[config.mk]
export PLATFORM = sky130hd
export DESIGN_NAME = button_debounce
export DESIGN_NICKNAME = d
export VERILOG_FILES = /design/src/rtl/button_if_pkg.sv /design/src/rtl/sync_2ff.sv /design/src/rtl/button_debounce.sv
export SDC_FILE = /design/constraint.sdc
export NUM_CORES = 1
export LEC_CHECK = 0
export ABC_CLOCK_PERIOD_IN_PS = 2300
export CORE_AREA = 2 2 39 41
export CTS_CLUSTER_SIZE = 12
export DETAILED_ROUTE_END_ITERATION = 12
export DIE_AREA = 0 0 41 43
export PLACE_DENSITY = 0.52
export SYNTH_ARGS = -nofsm -noshare
export SYNTH_HDL_FRONTEND = slang
export SYNTH_HIERARCHICAL = 1
export SYNTH_SLANG_ARGS = --single-unit
[constraint.sdc]
create_clock -name CLK -period 2.3 [get_ports CLK]
set_input_delay 0.69 -clock CLK [delete_from_list [all_inputs] [get_ports CLK]]
set_output_delay 0.69 -clock CLK [all_outputs]
set_load 0.05 [all_outputs]
[src/rtl/button_if_pkg.sv]
// Shared types and defaults for the button / LED virtual interface logic.
package button_if_pkg;

  typedef enum logic [1:0] {
    IDLE        = 2'd0,
    DEB_PRESS   = 2'd1,
    HELD        = 2'd2,
    DEB_RELEASE = 2'd3
  } deb_state_e;

  localparam int DEBOUNCE_CLKS_DEFAULT = 4;
  localparam int LONG_CLKS_DEFAULT     = 1000;

endpackage

[src/rtl/sync_2ff.sv]
// Two-flop synchroniser for a single asynchronous level; resets to 0.
module sync_2ff (
  input  logic clk,
  input  logic rst_n,
  input  logic d,
  output logic q
);

  logic s1;

  // Shift the asynchronous level through two flops to settle metastability.
  always_ff @(posedge clk or negedge rst_n) begin
    if (!rst_n) begin
      s1 <= 1'b0;
      q  <= 1'b0;
    end else begin
      s1 <= d;
      q  <= s1;
    end
  end

endmodule

[src/rtl/button_debounce.sv]
// Button debouncer: synchronises a raw button level, qualifies changes over
// STABLE_CLKS consecutive samples and emits a clean level plus press/release
// pulses. Defining LONG_PRESS_EN adds a one-shot long-press pulse fired
// LONG_CLKS cycles into a hold; otherwise long_pulse is constant 0.
//
// state       | meaning
// ------------+-----------------------------------------------------------
// IDLE        | button accepted as released, level 0
// DEB_PRESS   | seeing 1s while released, counting toward acceptance
// HELD        | button accepted as pressed, level 1
// DEB_RELEASE | seeing 0s while pressed, counting toward acceptance
module button_debounce
  import button_if_pkg::*;
#(
  parameter int STABLE_CLKS = DEBOUNCE_CLKS_DEFAULT,
  parameter int LONG_CLKS   = LONG_CLKS_DEFAULT
) (
  input  logic CLK,
  input  logic RST_N,
  input  logic raw_button,
  output logic button_level,
  output logic press_pulse,
  output logic release_pulse,
  output logic long_pulse
);

  localparam int CW = $clog2(STABLE_CLKS) + 1;
  localparam logic [CW-1:0] CNT_LAST = CW'(STABLE_CLKS - 1);
  localparam logic [CW-1:0] CNT_MAX  = '1;

  logic          s;
  deb_state_e    state_q, state_d;
  logic [CW-1:0] cnt_q, cnt_d;
  logic          level_d, press_d, release_d;

  sync_2ff u_sync (
    .clk   (CLK),
    .rst_n (RST_N),
    .d     (raw_button),
    .q     (s)
  );

  // State, qualification counter and registered outputs.
  always_ff @(posedge CLK or negedge RST_N) begin
    if (!RST_N) begin
      state_q       <= IDLE;
      cnt_q         <= '0;
      button_level  <= 1'b0;
      press_pulse   <= 1'b0;
      release_pulse <= 1'b0;
    end else begin
      state_q       <= state_d;
      cnt_q         <= cnt_d;
      button_level  <= level_d;
      press_pulse   <= press_d;
      release_pulse <= release_d;
    end
  end

  // Next state: any reversal during qualification falls back to the stable state.
  always_comb begin
    state_d   = state_q;
    cnt_d     = cnt_q;
    level_d   = button_level;
    press_d   = 1'b0;
    release_d = 1'b0;
    case (state_q)
      IDLE: begin
        if (s) begin
          state_d = DEB_PRESS;
          cnt_d   = CW'(1);
        end
      end
      DEB_PRESS: begin
        if (!s) begin
          state_d = IDLE;
          cnt_d   = '0;
        end else if (cnt_q == CNT_LAST) begin
          state_d = HELD;
          cnt_d   = '0;
          level_d = 1'b1;
          press_d = 1'b1;
        end else if (cnt_q != CNT_MAX) begin
          cnt_d = cnt_q + CW'(1);
        end
      end
      HELD: begin
        if (!s) begin
          state_d = DEB_RELEASE;
          cnt_d   = CW'(1);
        end
      end
      DEB_RELEASE: begin
        if (s) begin
          state_d = HELD;
          cnt_d   = '0;
        end else if (cnt_q == CNT_LAST) begin
          state_d   = IDLE;
          cnt_d     = '0;
          level_d   = 1'b0;
          release_d = 1'b1;
        end else if (cnt_q != CNT_MAX) begin
          cnt_d = cnt_q + CW'(1);
        end
      end
      default: begin
        state_d = IDLE;
        cnt_d   = '0;
        level_d = 1'b0;
      end
    endcase
  end

`ifdef LONG_PRESS_EN
  localparam int HW = $clog2(LONG_CLKS + 1);
  localparam logic [HW-1:0] HOLD_LAST = HW'(LONG_CLKS);

  logic [HW-1:0] hold_q, hold_d;
  logic          long_d;

  // Hold counter survives DEB_RELEASE so a bounce back to HELD cannot re-arm it.
  always_comb begin
    hold_d = hold_q;
    long_d = 1'b0;
    if (state_q == IDLE || press_d) begin
      hold_d = '0;
    end else if (state_q == HELD && hold_q != HOLD_LAST) begin
      hold_d = hold_q + HW'(1);
      long_d = (hold_d == HOLD_LAST);
    end
  end

  // Hold counter and long-press pulse registers.
  always_ff @(posedge CLK or negedge RST_N) begin
    if (!RST_N) begin
      hold_q     <= '0;
      long_pulse <= 1'b0;
    end else begin
      hold_q     <= hold_d;
      long_pulse <= long_d;
    end
  end
`else
  assign long_pulse = 1'b0;
`endif

endmodule

After elaboration in Yosys (flattened, before gate mapping)
Cells that the tools add are included.

Bits in registers: 10. Input bits: 3. Output and inout port bits: 4. Logic and storage cells: 50.

Add/sub/neg operators: 1. Eq/ne operators: 13. Multiplexer cells: 24. Reductions and logical operators: 5.

Operators with widths (number): $mux W3 (6); $mux W2 (6); $pmux W3 S4 (1); $mux W1 (9); $ne A2 B2 Y1 const B (4); $pmux W2 S4 (1); $ne A3 B3 Y1 const B (2); $reduce_and A5 Y1 (1); $eq A2 B2 Y1 const B (2); $ne A2 B1 Y1 const B (2); $reduce_and A4 Y1 (1); $add A3 B1 Y3 const B (1); $eq A3 B2 Y1 const B (1); $ne A3 B2 Y1 const B (1); $eq A2 B1 Y1 const B (1); $logic_not A2 Y1 (1); $pmux W1 S2 (1); $reduce_and A2 Y1 (1); $reduce_bool A2 Y1 (1).

Longest topological paths before layout
Depth in word-level cells: 5. Mapped depth: 4. Mapped depth without buffers: 4.

Modules after synthesis
Netlist, hierarchy kept.

By module, submodules not included: button_debounce (instances 1, cells each 35, area an instance 361.6 um2, sequential area each 200.2 um2); sync_2ff (instances 1, cells each 2, area an instance 50.0 um2, sequential area each 50.0 um2).

Least setup slack after synthesis
Ideal clock, no wire load.

Kind: register to output. Start point: register button_level. End point: output port button_level. Arrival: 0.611 ns. Required time: 1.610 ns. Path slack: 0.999 ns. Stages on the path, launching flop included: 1. Path buffers: 0. Path through: dfrtp_1.

RTL lines: start: declaration (line button_debounce.sv:21) `output logic button_level,`; start signal: assignment (line button_debounce.sv:54) `button_level <= level_d;`.

No word-level cell between the ends.

Worst setup path after layout
Start point: register button_level. End point: output port button_level.

No word-level cell between the ends.

==> results.py <==
metrics = {
    "synth": {
        "synthArstFlopShare": 1.000,
        "synth_top_area_share": 0.6079,
        "yosysSeqAreaShare": 0.6079,
        "synthCells": 37,
        "synth_edf_count": 0,
        "synthFlopType": "dfrtp_1",
        "ys_types": 20,
        "avgSynthCellArea_um2": 11.13,
        "yosysWarnings": 6,
        "ys_ff_latch": 10,
        "syn_area_um2": 411.6,
        "netlist_top_cells_count": "10 x dfrtp_1, 5 x nand2_1, 3 x nor2_1",
        "yosys-top-cells-area": "dfrtp_1 61%, nand2_1 4.6%, ha_1 3.0%, nor2_1 2.7%, a21oi_1 2.4%",
        "synth_nets": 41,
        "synth.largest_area_cell": "dfrtp_1",
        "synth.most_common_cell": "dfrtp_1",
    },
    "sta": {
        "hold_violations": 0,
        "setup_tns_ps": 0,
        "slew_headroom": 0.6611,
        "skew_ps": 2.683,
        "worstMarginPinSlew_ps": 506.8,
        "finalCritPeriodShare": 0.9305,
        "grt_setup_unrepaired": "false",
        "worst_slack_ps": 159.8,
        "report.final.slew_viol_count": 0,
        "max_freq_mhz": 467.2,
        "finalSetupViolations": 0,
        "finalCriticalPeriod_ps": 2140,
    },
    "status": {
        "outcome": "complete, no violations",
    },
    "critical_path": {
        "slowest_stage": "clkdlybuf4s50_1",
        "path_buf_inv": 1,
        "critPathLaunchType": "register",
        "critPathKind": "register to primary output",
        "critPathTopFamily": "buffers and inverters",
        "worst_setup_path_end_kind": "primary output",
        "crit_required_ps": 1610,
        "cp_cell_sequence": "clkdlybuf4s50_1",
        "worstPathArrival_ps": 1450,
        "worst-path-max-fanout": 3,
        "critPathMaxStageDelay_ps": 820,
    },
    "cells_and_area": {
        "drive_gt1_frac": 0.08889,
        "fin_nets": 50,
        "fin_util": 0.3689,
        "stdcell_count": 61,
        "diodes": 0,
        "syn2layout_area_growth_pct": 24.01,
    },
    "power_and_ir_drop": {
        "intPower_mw": 0.3850,
        "power.share.clock": 0.270,
        "power_density_nw_per_um2": 1148,
        "p_leak_nw": 0.2281,
        "p_switching_mw": 0.2009,
        "peakVddDrop_mv": 0.4199,
        "p_total_mw": 0.5860,
        "power_frac_seq": 0.442,
        "swShare": 0.3429,
        "combPwrFrac": 0.288,
    },
    "routing": {
        "drtIter0Drc": 8,
        "firstDrtPassIters": 4,
        "drt_wl_total_um": 646,
        "vias": 294,
        "via_per_inst": 4.820,
        "wl_per_cell_um": 10.59,
        "ant_nets": 0,
        "drc": 0,
    },
    "clocking": {
        "h-tree-depth": 1,
        "cts_setup_buffers": 0,
        "cts_tree": "built",
        "cts.sinks": 10,
        "cts.path.max_buffers": 2,
        "hold_buffers": 0,
        "cts_root_buf": "clkbuf_4",
        "cts_resized": 0,
        "clock_latency_ps": 270,
        "clk_pin_slew_worst_paths_ps": 70,
        "cts_buffers": 3,
    },
    "min_path": {
        "hp-class": "register to register",
    },
    "floorplan": {
        "die_w_um": 41,
        "rows": 14,
        "die_y_um": 43,
        "die-area_um2": 1763,
        "start_util": 0.2975,
        "core_area_um2": 1384,
        "pin_count": 7,
    },
    "grt": {
        "grt_overflow": 0,
        "grt_use_total": 0.1009,
        "grt_max_degree": 11,
        "grt_pass1_vias": 268,
        "grt_pass1_wl_um": 1110,
        "antenna_found_initial": 0,
    },
    "place": {
        "dp_cells": 57,
        "place_hpwl_um": 486,
        "gp_congestion": 0.7319,
        "post-place-ws_ps": 447.3,
        "io_buffer_count": 5,
    },
    "flow_run": {
        "drv_cap": 0,
    },
}
cell families after synthesis:
family | after synthesis | share of synthesized area
other | 1 | 0.009110
AO/OA/AOI/OAI | 8 | 0.1186
AND/OR/NAND/NOR | 14 | 0.1733
flip-flops | 10 | 0.6079
XOR/XNOR | 2 | 0.04256
adder cells (fa/ha/maj) | 1 | 0.03039
buffers and inverters | 1 | 0.01824
registers in the layout, summed over array words and instances (netlist names), named ones only:
signal         count
release_pulse      1
cnt_q              3
state_q            1
u_sync/s1          1
press_pulse        1
button_level       1
u_sync/q           1
layout by cell type, fill, tap and decap left out:
cell type,netlist,routed
dfrtp_1,10,10
nand2_1,5,5
clkdlybuf4s50_1,0,5
nor2_1,3,3
clkbuf_4,0,3
o21ai_0,2,2
a21oi_1,2,2
nand3b_1,1,1
nor3b_1,1,1
and3b_1,1,1
xnor2_1,1,1
nor2b_1,1,1
a31oi_1,1,1
xor2_1,1,1
o22ai_1,1,1
nand2b_1,1,1
a21boi_1,1,1
nand3_1,1,1
o2bb2ai_1,1,1
ha_1,1,1
conb_1,1,1
clkbuf_8,0,1
metrics by stage:
step           hold WS, ps  instance area [um2]
5_1_grt              389.8                510.5
3_5_place_dp         353.8                474.2
6_report             370.0                510.5
4_1_cts              372.8                510.5
3_3_place_gp         343.7                474.2
2_1_floorplan        331.2                411.6
final cells by class:
class,count,area [um2]
Fill cell,142,873.3
Sequential cell,10,250.2
Multi-Input combinational cell,26,153.9
Timing Repair Buffer,5,50.05
Clock buffer,4,36.28
Tap cell,16,20.02
metal layers:
| layer | share of wire | track usage | wire [um] | vias to the layer above |
|---|---|---|---|---|
| li1 | - | - | - | 141 |
| met1 | 0.41 | 0.1182 | 267 | 139 |
| met2 | 0.47 | 0.1344 | 301 | 12 |
| met3 | 0.080 | 0.04712 | 52 | 2 |
| met4 | 0.037 | 0.08000 | 24 | 0 |
| met5 | 0 | 0 | 0 | - |
power groups by stage:
stage	sequential, mW	clock, mW	combinational (mW)
final	0.259	0.158	0.169
after global routing	0.270	0.174	0.191
after CTS	0.259	0.164	0.170
after detailed placement	0.262	0	0.169
after global placement	0.261	0	0.163
after floorplan	0.277	0	0.108
final timing paths:
check | start | endpoint | slack (ps) | cells after the start
setup reg to reg | cnt_q[0]$_DFFE_PN0P_ | button_level$_DFFE_PN0P_ | 1080 | 4
setup / recovery | button_level$_DFFE_PN0P_ | button_level | 160 | 1
min in group asynchronous | RST_N | cnt_q[0]$_DFFE_PN0P_ | 720 | 1
max in group asynchronous | RST_N | u_sync/q$_DFF_PN0_ | 1280 | 1
hold / removal | u_sync/s1$_DFF_PN0_ | u_sync/q$_DFF_PN0_ | 370 | 0
hold reg to reg | u_sync/s1$_DFF_PN0_ | u_sync/q$_DFF_PN0_ | 370 | 0
Note: power is estimated with default switching activity, not from simulation.
